===== config.mk =====
export PLATFORM = sky130hd
export DESIGN_NAME = seg7_scan_driver
export DESIGN_NICKNAME = d
export VERILOG_FILES = /design/src/rtl/seg7_scan_driver.sv
export SDC_FILE = /design/constraint.sdc
export NUM_CORES = 1
export LEC_CHECK = 0
export ABC_AREA = 1
export CELL_PAD_IN_SITES_DETAIL_PLACEMENT = 1
export CELL_PAD_IN_SITES_GLOBAL_PLACEMENT = 2
export CORE_UTILIZATION = 30
export DETAILED_ROUTE_END_ITERATION = 10
export PLACE_DENSITY_LB_ADDON = 0.1
export SYNTH_ARGS = -nofsm -noshare
export SYNTH_HDL_FRONTEND = slang
export SYNTH_SLANG_ARGS = --single-unit
export TNS_END_PERCENT = 100

===== constraint.sdc =====
create_clock -name clk -period 3.8 [get_ports clk]
set_clock_uncertainty 0.1 [all_clocks]
set_input_delay 0.57 -clock clk [delete_from_list [all_inputs] [get_ports clk]]
set_output_delay 0.57 -clock clk [all_outputs]
set_load 0.01 [all_outputs]

===== src/rtl/seg7_scan_driver.sv =====
// Multiplexed 4-digit common-anode 7-segment scan driver.
// Inputs are snapshotted once per frame; outputs are registered and active-low.
module seg7_scan_driver #(
    parameter logic [15:0] TICK_CNT  = 16'd50000,
    parameter logic [15:0] BLANK_CYC = 16'd16
) (
    input  logic        clk,
    input  logic        reset,
    input  logic [15:0] data,
    input  logic [3:0]  dp,
    input  logic [3:0]  digit_en,
    input  logic        lz_blank,
    output logic [3:0]  an,
    output logic [6:0]  seg,
    output logic        seg_dp,
    output logic        scan_tick
);

    logic [15:0] r_cnt;
    logic [1:0]  r_idx;
    logic [15:0] r_data;
    logic [3:0]  r_dp;
    logic [3:0]  r_en;
    logic        r_lz;
    logic [3:0]  r_an;
    logic [6:0]  r_seg;
    logic        r_seg_dp;
    logic        r_tick;

    logic        w_wrap;
    logic [3:0]  w_nib;
    logic [3:0]  w_nz;
    logic        w_sup;
    logic        w_on;
    logic [6:0]  w_glyph;
    logic [3:0]  w_an;
    logic [6:0]  w_seg;
    logic        w_seg_dp;

    assign w_wrap = (r_cnt == TICK_CNT - 16'd1);
    assign w_nib  = r_data[{r_idx, 2'b00} +: 4];

    assign w_nz[0] = |r_data[3:0];
    assign w_nz[1] = |r_data[7:4];
    assign w_nz[2] = |r_data[11:8];
    assign w_nz[3] = |r_data[15:12];

    // A digit is a leading zero when it and every digit to its left are zero
    always_comb begin
        w_sup = 1'b0;
        unique case (r_idx)
            2'd0: w_sup = 1'b0;
            2'd1: w_sup = r_lz && !(|w_nz[3:1]);
            2'd2: w_sup = r_lz && !(|w_nz[3:2]);
            2'd3: w_sup = r_lz && !w_nz[3];
        endcase
    end

    always_comb begin
        w_glyph = 7'b1111111;
        unique case (w_nib)
            4'h0: w_glyph = 7'b1000000;
            4'h1: w_glyph = 7'b1111001;
            4'h2: w_glyph = 7'b0100100;
            4'h3: w_glyph = 7'b0110000;
            4'h4: w_glyph = 7'b0011001;
            4'h5: w_glyph = 7'b0010010;
            4'h6: w_glyph = 7'b0000010;
            4'h7: w_glyph = 7'b1111000;
            4'h8: w_glyph = 7'b0000000;
            4'h9: w_glyph = 7'b0010000;
            4'hA: w_glyph = 7'b0001000;
            4'hB: w_glyph = 7'b0000011;
            4'hC: w_glyph = 7'b1000110;
            4'hD: w_glyph = 7'b0100001;
            4'hE: w_glyph = 7'b0000110;
            4'hF: w_glyph = 7'b0001110;
        endcase
    end

    // Blank window at slot start hides the anode/segment switchover
    assign w_on = (r_cnt >= BLANK_CYC) && r_en[r_idx] && !w_sup;

    always_comb begin
        w_an     = 4'b1111;
        w_seg    = 7'b1111111;
        w_seg_dp = 1'b1;
        if (w_on) begin
            w_an     = ~(4'b0001 << r_idx);
            w_seg    = w_glyph;
            w_seg_dp = ~r_dp[r_idx];
        end
    end

    always_ff @(posedge clk or posedge reset) begin
        if (reset) begin
            r_cnt    <= '0;
            r_idx    <= '0;
            r_data   <= '0;
            r_dp     <= '0;
            r_en     <= '0;
            r_lz     <= 1'b0;
            r_an     <= 4'b1111;
            r_seg    <= 7'b1111111;
            r_seg_dp <= 1'b1;
            r_tick   <= 1'b0;
        end else begin
            r_tick   <= w_wrap;
            r_an     <= w_an;
            r_seg    <= w_seg;
            r_seg_dp <= w_seg_dp;
            if (w_wrap) begin
                r_cnt <= '0;
                r_idx <= r_idx + 2'd1;
                if (r_idx == 2'd3) begin
                    r_data <= data;
                    r_dp   <= dp;
                    r_en   <= digit_en;
                    r_lz   <= lz_blank;
                end
            end else begin
                r_cnt <= r_cnt + 16'd1;
            end
        end
    end

    assign an        = r_an;
    assign seg       = r_seg;
    assign seg_dp    = r_seg_dp;
    assign scan_tick = r_tick;

endmodule


# ---- After elaboration in Yosys (flattened, before gate mapping)
# Memory sizes are Yosys's and may differ from the RTL's.
# Index checks and enable logic that the tools add are counted.
dict set report classes {
  n_addsub 2
  order_cmp 2
  bitwise_logic 2
  n_reduce_logical 14
  shift 2
  eq_ne 4
  div_mod_pow 0
  mul 0
  muxes 9
}
# operator n
set op_table {}
lappend op_table {{$add 16x1->16 const B} 1}
lappend op_table {{$eq 16x16->1 const B} 1}
lappend op_table {{$ge 16x5->1 const B} 1}
lappend op_table {{$mux 16} 1}
lappend op_table {{$shiftx 16x5->4} 1}
lappend op_table {{$reduce_or 12->1} 1}
lappend op_table {{$reduce_or 8->1} 1}
lappend op_table {{$mux 7} 1}
lappend op_table {{$logic_and 1x1->1} 5}
lappend op_table {{$bmux 1 s2} 2}
lappend op_table {{$eq 2x2->1 const B} 2}
lappend op_table {{$logic_not 1->1} 4}
lappend op_table {{$mux 4} 1}
lappend op_table {{$not 4->4} 1}
lappend op_table {{$pmux 1 s4} 1}
lappend op_table {{$reduce_or 4->1} 1}
lappend op_table {{$shl 1x2->4 const A} 1}
lappend op_table {{$lt 2x3->1 const B} 1}
lappend op_table {{$mux 1} 3}
lappend op_table {{$add 2x1->2 const B} 1}
lappend op_table {{$eq 2x1->1 const B} 1}
lappend op_table {{$logic_not 2->1} 1}
lappend op_table {{$reduce_and 2->1} 1}
lappend op_table {{$not 1->1} 1}
dict set report totals {
  word_cells 46
  ram_bits 0
  input_bits 27
  reg_bits 56
  latch_bits 0
  romBits 112
  mem_count 1
}
# name words width read_ports rd_ports_with_merged_regs write_ports line_no
set mem_list {}
lappend mem_list {{(no name shown)} 16 7 1 0 0 61} ;# unique case (w_nib)

# ---- Longest topological paths before layout
dict set report logic_depth {
  ltp_word 7
  ltp_mapped 11
  depth_no_buf 10
}

# ---- Worst setup path after synthesis
# Ideal clock, no wire load.
dict set report synth_path {
  kind {register to register}
  startpoint {register r_idx[0]}
  endpoint {register r_seg[4] (netlist: seg[4])}
  arrival_time_ns 1.549
  slack_ns 2.087
  setup_time_ns 0.064
  path_buffers 2
  path_stages_with_launch 9
  cell_sequence {dfrtp_1 -> inv_2 -> buf_6 -> ha_1 -> or2_2 -> nor2_1 -> a21oi_2 -> buf_4 -> nand3_1}
}
dict set report synth_via {
  elab_chain_len 5
}
# item line_no
set synth_lines {}
lappend synth_lines {{from (decl)} 20} ;# logic [1:0] r_idx;
lappend synth_lines {{from (signal assigned)} 114} ;# r_idx <= r_idx + 2'd1;
lappend synth_lines {{parallel branches: the longest is 4 deep, another holds $mem_v2 16x7} n/a}
lappend synth_lines {{$mux 7 *} 88} ;# if (w_on) begin
lappend synth_lines {{net w_seg[4]} 37} ;# logic [6:0] w_seg;
lappend synth_lines {{to (signal assigned)} 110} ;# r_seg <= w_seg;
lappend synth_lines {{to (decl)} 26} ;# logic [6:0] r_seg;
# Mark *: on every way through the listed nets, which the timed path passes. The select of a mux whose other input is x is not followed.
# A chain may end at the register's enable or synchronous reset.

# ---- Worst setup path after layout
dict set report layout_path {
  startpoint {register r_idx[0]}
  endpoint {register r_seg[0] (netlist: seg[0])}
}
# The elaborated chain is that of the path after synthesis.

==> flow_metrics.tcl <==
set metrics [dict create \
    start_util_pct 31.01 \
    hold_buffers 0 \
    clkSinkCount 56 \
    synth_top_area_cell "dfrtp_1" \
    synth_cell_types 31 \
    die_x_um 102.8 \
    synth_common_cells "nand2_1, nand3_1, dfrtp_1" \
    n_antenna_cell 0 \
    grt_pass1_wl_mm 12.54 \
    seq_area_um2 1416 \
    cp_common_cell "nand2_1" \
    grt_pass1_vias 2566 \
    multi_input_area_um2 1393 \
    area_delta_synth_final_pct 19.56 \
    vias 2509 \
    drive_gt1_share_pct 10.05 \
    first_iter_violations 48 \
    path_class "register to register" \
    grt_max_degree 35 \
    place_hpwl_mm 5.545 \
    fin_crit_ns 2.200 \
    cts_buffers 5 \
    synth_mux_area_share_pct 0 \
    fmaxAchievable_mhz 454.6 \
    fin_ws_ns 1.600 \
    grt_overflow 0 \
    finalMaxSlewViolations 0 \
    path_clk_slew_ns 0.10 \
    synth_fa_ha_area_share_pct 4.930 \
    pre_cts_ws_ns 1.529 \
    critPathTopFamily "flip-flops" \
    gp_congestion 0.7706 \
    fillCellCount 1219 \
    io_buffers 39 \
    syn_nets 429 \
    synth-simple-area-share_pct 35.99 \
    required_ns 3.91 \
    timing.final.hold_violations 0 \
    status "complete, no violations" \
    syn-instance-count 390 \
    drc 0 \
    core-area_um2 9819 \
    crit_path_start_kind "register" \
    grt_usage_pct 15.43 \
    dr.pass1.iters 4 \
    io_pins 40 \
    fin_nets 466 \
    synth_area_leaders "dfrtp_1, nand2_1, dfstp_2, nand3_1, ha_1" \
    post_drt_wl_per_cell_um 12.85 \
    syn_avg_cell_area_um2 7.809 \
    clk_latency_ns 0.31 \
    die_h_um 102.8 \
    slew_headroom_pct 56.56 \
    synth_compound_area_share_pct 2.219 \
    viasPerCell 4.472 \
    path_cells "inv_2, ha_1, inv_1, nand2_1, nand2_1, nand2_1, a21oi_2, nand3_1" \
    min_period_over_period_pct 57.89 \
    tns_ns 0 \
    ys_ff_latch 56 \
    synth_ff_type "dfrtp_1" \
    slowest_delay_ns 0.67 \
    crit_slowest_cell "dfrtp_1" \
    min_path_type "register to register" \
    power.density_nw_per_um2 285.0 \
    yosys_warnings 0 \
    hold_slack_ns 0.3778 \
    clockBufferDepth 2 \
    leakage_nw 1.761 \
    synth_xor_area_share_pct 2.588 \
    cts_tree "done" \
    cts.repair.resized 0 \
    setup_viol 0 \
    ctsRootBufferMaster "clkbuf_8" \
    synthArstFlopShare_pct 100.0 \
    synth_top_family_by_area "simple AND/OR/NAND/NOR gates" \
    max_slew.worst_pin.slew_ns 0.6507 \
    yosysSeqAreaShare_pct 46.51 \
    drt-total-wl_mm 7.210 \
    synth_area_um2 3045 \
    synthMostInstantiatedCell "nand2_1" \
    power_mw 1.038 \
    antenna_found_initial 0 \
    ant_nets 0 \
    cp-end-kind "register" \
    cp_max_fo 17 \
    h-tree-depth 2 \
    synth_top_area_share_pct 36.15 \
    cp.arrival_ns 2.31 \
    drv_cap 0 \
    critPathBufInv 2 \
    row_count 36 \
    cts_setup_buffers 0 \
    rsz0062_at_grt "no" \
    ir_drop_mv 0.1513 \
    fp.dieArea_um2 10560 \
    synth_edf_count 0 \
]
worst register-to-register path: cells and delay by family, from the launching register on:
kind	cells	cell delay [ns]
flip-flops	1	0.67
AO/OA/AOI/OAI	1	0.46
AND/OR/NAND/NOR	4	0.31
buffers and inverters	2	0.28
adder cells (fa/ha/maj)	1	0.27
final cells by class:
| class | instances | area share [%] |
|---|---|---|
| timing repair buffer | 42 | 11.34 |
| sequential | 56 | 38.90 |
| inverter | 37 | 3.883 |
| multi-input combinational | 285 | 38.25 |
| clock buffer | 5 | 1.890 |
| tap | 133 | 4.570 |
| clock inverter | 3 | 1.168 |
sequential cells by signal, indices dropped and copies added, names as in the netlist:
name       cells
r_idx          2
r_dp           4
r_cnt         16
seg_dp         1
r_lz           1
an             4
r_en           4
scan_tick      1
seg            7
r_data        16
worst paths after layout:
kind	startpoint	slack (ns)	endpoint	cells past startpoint
min in group asynchronous	reset	0.56	r_cnt[14]	2
hold reg to reg	r_dp[2]	0.38	r_dp[2]	2
hold / removal	r_dp[2]	0.38	r_dp[2]	2
setup / recovery	r_idx[0]	1.60	seg[0]	8
setup reg to reg	r_idx[0]	1.60	seg[0]	8
max in group asynchronous	reset	2.21	an[0]	3
stage by stage:
stage                     cell area, um^2  cells  util [%]
after global placement               3530    553     35.95
after detailed placement             3530    553     35.95
after CTS                            3641    561     37.08
after global routing                 3641    561     37.08
final                                3641    561     37.08
after floorplan                      3045    390         -
power by group:
group,switching [mW],total (mW),internal [mW]
Sequential,0,0.596,0.596
Combinational,0.0155,0.0400,0.0244
Clock,0.206,0.401,0.196
Total,0.221,1.04,0.816
placed cells by master (no fill, tap or decap), types with 2 or more instances in the layout:
cell type / count
clkdlybuf4s50_1: 39
clkbuf_8: 5
nor2_2: 3
a21oi_1: 4
xor2_1: 8
nand2_1: 140
nand2_2: 5
ha_1: 12
inv_1: 32
dfrtp_1: 44
nor3_1: 7
o21ai_0: 5
nand4_1: 4
inv_2: 4
nor2_1: 28
nand3_2: 2
or2_2: 2
buf_4: 3
nand3_1: 56
dfstp_2: 12
metal layers:
metal | part of all wire [%] | GRT usage, %
met5 | 0 | 0
met2 | 48 | 25.90
met1 | 49 | 20.90
met4 | 0.97 | 4.225
met3 | 2.2 | 2.034
kinds of logic after synthesis:
family,count (synthesis)
xor gates and xnor gates,9
buffers and inverters,49
and+or+nand+nor,252
AOI/OAI and AO/OA,12
adders and majority gates,12
DFF,56
Power figures use the tool's default switching activity.
